`src/rtl/req_tagger.sv`:
```
// req_tagger: stamps AXI AR requests with sequential tIDs and returns ARIDs in tID order at retirement
`ifndef AXI_ADDR_WIDTH
`define AXI_ADDR_WIDTH 32
`endif
`ifndef AXI_ID_WIDTH
`define AXI_ID_WIDTH 4
`endif
`ifndef TID_WIDTH
`define TID_WIDTH 4
`endif

module req_tagger #(
    parameter int ADDR_WIDTH      = `AXI_ADDR_WIDTH,
    parameter int ID_WIDTH        = `AXI_ID_WIDTH,
    parameter int TID_WIDTH       = `TID_WIDTH,
    parameter int MAX_OUTSTANDING = 8
) (
    input  logic                  clk,
    input  logic                  rst_n,
    input  logic                  arvalid_i,
    output logic                  arready_o,
    input  logic [ID_WIDTH-1:0]   arid_i,
    input  logic [ADDR_WIDTH-1:0] araddr_i,
    output logic                  req_valid_o,
    input  logic                  req_ready_i,
    output logic [TID_WIDTH-1:0]  req_tid_o,
    output logic [ADDR_WIDTH-1:0] req_addr_o,
    input  logic                  retire_i,
    output logic [ID_WIDTH-1:0]   rid_o,
    output logic                  rid_valid_o,
    output logic                  err_o
);
    localparam int CW = $clog2(MAX_OUTSTANDING + 1);
    localparam int PW = (MAX_OUTSTANDING > 1) ? $clog2(MAX_OUTSTANDING) : 1;
    localparam logic [CW-1:0] MAX_CNT  = CW'(MAX_OUTSTANDING);
    localparam logic [PW-1:0] LAST_PTR = PW'(MAX_OUTSTANDING - 1);

    logic                  req_valid_q, req_valid_d;
    logic [TID_WIDTH-1:0]  req_tid_q, req_tid_d;
    logic [ADDR_WIDTH-1:0] req_addr_q, req_addr_d;
    logic [TID_WIDTH-1:0]  tid_next_q, tid_next_d;
    logic [CW-1:0]         cnt_q, cnt_d;
    logic [PW-1:0]         wr_ptr_q, wr_ptr_d;
    logic [PW-1:0]         rd_ptr_q, rd_ptr_d;
    logic                  err_q, err_d;
    logic [ID_WIDTH-1:0]   fifo_q [MAX_OUTSTANDING];
    logic                  busy;
    logic                  accept;
    logic                  pop;

    assign busy        = cnt_q != '0;
    assign arready_o   = (!req_valid_q | req_ready_i) & (cnt_q < MAX_CNT);
    assign accept      = arvalid_i & arready_o;
    assign pop         = retire_i & busy;
    assign req_valid_o = req_valid_q;
    assign req_tid_o   = req_tid_q;
    assign req_addr_o  = req_addr_q;
    assign rid_o       = busy ? fifo_q[rd_ptr_q] : '0;
    assign rid_valid_o = busy;
    assign err_o       = err_q;

    // Next state: load output slot on accept, drain it on handshake, track credits and FIFO pointers
    always_comb begin
        req_valid_d = accept | (req_valid_q & !req_ready_i);
        req_tid_d   = accept ? tid_next_q : req_tid_q;
        req_addr_d  = accept ? araddr_i : req_addr_q;
        tid_next_d  = accept ? tid_next_q + 1'b1 : tid_next_q;
        cnt_d       = cnt_q + CW'(accept) - CW'(pop);
        wr_ptr_d    = accept ? ((wr_ptr_q == LAST_PTR) ? '0 : wr_ptr_q + 1'b1) : wr_ptr_q;
        rd_ptr_d    = pop ? ((rd_ptr_q == LAST_PTR) ? '0 : rd_ptr_q + 1'b1) : rd_ptr_q;
        err_d       = err_q | (retire_i & !busy);
    end

    // State registers; a retire with nothing outstanding only raises the sticky error
    always_ff @(posedge clk) begin
        if (!rst_n) begin
            req_valid_q <= 1'b0;
            req_tid_q   <= '0;
            req_addr_q  <= '0;
            tid_next_q  <= TID_WIDTH'(1);
            cnt_q       <= '0;
            wr_ptr_q    <= '0;
            rd_ptr_q    <= '0;
            err_q       <= 1'b0;
        end else begin
            req_valid_q <= req_valid_d;
            req_tid_q   <= req_tid_d;
            req_addr_q  <= req_addr_d;
            tid_next_q  <= tid_next_d;
            cnt_q       <= cnt_d;
            wr_ptr_q    <= wr_ptr_d;
            rd_ptr_q    <= rd_ptr_d;
            err_q       <= err_d;
        end
    end

    // ARID storage; contents past the pointers are never observed, so no reset is needed
    always_ff @(posedge clk) begin
        if (accept) fifo_q[wr_ptr_q] <= arid_i;
    end
endmodule

```
`config.mk`:
```
export PLATFORM = sky130hd
export DESIGN_NAME = req_tagger
export DESIGN_NICKNAME = d
export VERILOG_FILES = /design/src/rtl/req_tagger.sv
export SDC_FILE = /design/constraint.sdc
export NUM_CORES = 1
export LEC_CHECK = 0
export ABC_AREA = 1
export CAP_MARGIN = 20
export CORE_MARGIN = 4
export CORE_UTILIZATION = 50
export DETAILED_ROUTE_END_ITERATION = 12
export PLACE_DENSITY_LB_ADDON = 0.3
export SKIP_CTS_REPAIR_TIMING = 1
export SLEW_MARGIN = 20
export SYNTH_ARGS = -nofsm -noshare
export SYNTH_HDL_FRONTEND = slang
export SYNTH_SLANG_ARGS = --single-unit
```
`constraint.sdc`:
```
create_clock -name clk -period 2.81 [get_ports clk]
set_input_delay 0.281 -clock clk [delete_from_list [all_inputs] [get_ports clk]]
set_output_delay 0.281 -clock clk [all_outputs]
set_load 0.005 [all_outputs]
```
==> reports/qor.yml <==
status: "completed"
clkLatencyLatePin_ns: 0.35
fillers: 587
cts_tree: "built"
setup_viol: 0
synth_seq_cells: 87
grt_pass1_vias: 2808
ant_nets: 0
vias: 2890
dr.first_iter.drc_count: 133
crit_type: "register to register"
period_share: 0.775
cpMaxStageDelayCell: "fa_1"
rrSetupSlack_ns: 0.63
cts-root-buf: "clkbuf_8"
ys_warn_count: 0
hold_class: "register to register"
p_leak_uw: 0.00194
synthTopCellsByArea: "dfxtp_1 30%, edfxtp_1 27%, nand2_1 15%, a21oi_1 6.4%, inv_1 4.9%"
synth_area_per_cell_um2: 8.61
clk_pin_slew_ns: 0.09
hold_start: "err_o"
chipHeight_um: 93.1
final_layout_size_suffix_gt1_frac: 0.0631
synth_top_cell_area_share: 0.304
drcViolationCount: 0
reg2reg_from: "cnt_q[3]"
ys_types: 23
syn_to_final_growth_pct: 29.6
r2r_end: "cnt_q[2]"
rsz0062_at_grt: "no"
cp_max_fo: 7
drv_slew: 0
syn_area_um2: 3620
final_core_util: 0.680
layout.nets: 553
wl_per_cell_um: 12.7
grt_max_degree: 47
min_period_ns: 2.18
cp.arrival_ns: 2.42
firstDrtPassIters: 4
max_cap_viol_count: 0
routed_wl_um: 7640
hold_end: "err_o"
overflow: 0
hold_depth: 2
grt_pass1_wl_um: 12600
setup_tns_ns: 0
dp_hpwl_um: 5540
antenna_found_initial: 0
grt_use_total: 0.183
hold_viol: 0
pin_count: 85
synth_nets: 472
required_ns: 3.05
htree_levels: 3
die_area_um2: 8670
cp-start-kind: "register"
reg2regPathDepth: 12
timing.slew.headroom: 0.692
clock_sinks: 87
diodes: 0
core.rowCount: 30
cts_buffer_depth: 2
endpoint_kind: "register"
cts_buffers: 9
worstMarginPinSlew_ns: 0.462
max_stage_delay_ns: 0.37
vias_per_cell: 4.79
max_freq_ghz: 0.459
core-area_um2: 6910
p_per_area_nw_per_um2: 775
gp_congestion: 0.895
ys_seq_area_frac: 0.569
io_buffers: 84
synth_largest_area_cell: "dfxtp_1"
path_cells: "inv_2, ha_1, nand2_2, nand2_1, nor2_1, inv_2, nand2_1, ha_1, inv_1, fa_1, xor2_1, nor2_1"
skew_ns: 0.0136
die-width_um: 93.1
netlist_instances: 421
ir_drop_mv: 0.386
start_util: 0.525
placed cells by master, fill, tap and decap left out, drive strengths merged, types with 2 or more instances in the layout:
cell type and count:
clkinv 2, inv 52, edfxtp 32, nand4 2, buf 5, nand3 25, clkdlybuf4s50 84, a21oi 46
o21ai 3, nand2 142, dfxtp 55, nor2 31, ha 9, clkbuf 12, xor2 3
layer usage:
metal	track usage	wire length (um)
met3	0.0603	514
met2	0.305	3700
met1	0.217	3280
met4	0.0757	147
met5	0	0
logic make-up after synthesis:
logic type / synth area share
AND/OR/NAND/NOR: 0.229
flip-flops: 0.569
buffers and inverters: 0.0908
AO/OA/AOI/OAI: 0.0677
adder cells (fa/ha/maj): 0.0366
XOR/XNOR: 0.00725
cells in the mapped netlist (all sizes together):
library cell,instances
dfxtp,55
nand2,142
o21ai,3
ha,9
clkinv,1
nand3,25
buf,17
a21oi,46
inv,51
nor2,31
clkbuf,2
xor2,3
fa,1
edfxtp,32
nand4,2
or2,1
sequential cells by signal, summed over array words and instances, names as in the netlist, named ones only:
signal / flops
cnt_q: 4
err_o: 1
fifo_q: 32
rd_ptr_q: 3
req_addr_o: 32
req_tid_o: 4
req_valid_o: 1
tid_next_q: 4
wr_ptr_q: 3
through the flow:
stage | std cells | cell area [um^2] | worst slack [ns] | total power [uW] | hold WS, ns
after floorplan | 421 | 3620 | 0.836 | 2320 | 0.350
after global placement | 587 | 4490 | 0.538 | 2740 | 0.441
after detailed placement | 587 | 4490 | 0.442 | 2780 | 0.448
after CTS | 603 | 4700 | 0.607 | 3670 | 0.462
after global routing | 603 | 4700 | 0.452 | 3900 | 0.473
final | 603 | 4700 | 0.632 | 3640 | 0.458
final cells by class:
| class | instances | area (um^2) | share of cell area |
|---|---|---|---|
| Timing Repair Buffer | 89 | 878 | 0.187 |
| Multi-Input combinational cell | 263 | 1230 | 0.262 |
| Clock inverter | 4 | 51.3 | 0.0109 |
| Sequential cell | 87 | 2060 | 0.439 |
| Tap cell | 96 | 120 | 0.0256 |
| Clock buffer | 12 | 156 | 0.0333 |
| Inverter | 52 | 196 | 0.0418 |
critical path, delay by kind of cell, from the launching register on:
family | cells | cell delay, ns
fa+ha+maj | 3 | 0.72
xor+xnor | 1 | 0.17
buf+inv | 3 | 0.16
flops | 1 | 0.33
simple gates | 5 | 0.68
how the worst max path moves through the flow:
stage / depth (start not counted) / endpoint / slack, ns / startpoint
floorplan: 12 / cnt_q[2] / 0.84 / cnt_q[3]
global placement: 13 / cnt_q[2] / 0.54 / req_ready_i
detailed placement: 13 / cnt_q[2] / 0.44 / req_ready_i
CTS: 12 / cnt_q[2] / 0.61 / cnt_q[2]
global route: 12 / cnt_q[2] / 0.45 / cnt_q[2]
finish: 12 / cnt_q[2] / 0.63 / cnt_q[3]
where the power goes:
part	internal [uW]	switching (uW)
Sequential	1470	112
Clock	468	431
Combinational	557	602
(Power assumes the default switching activity.)
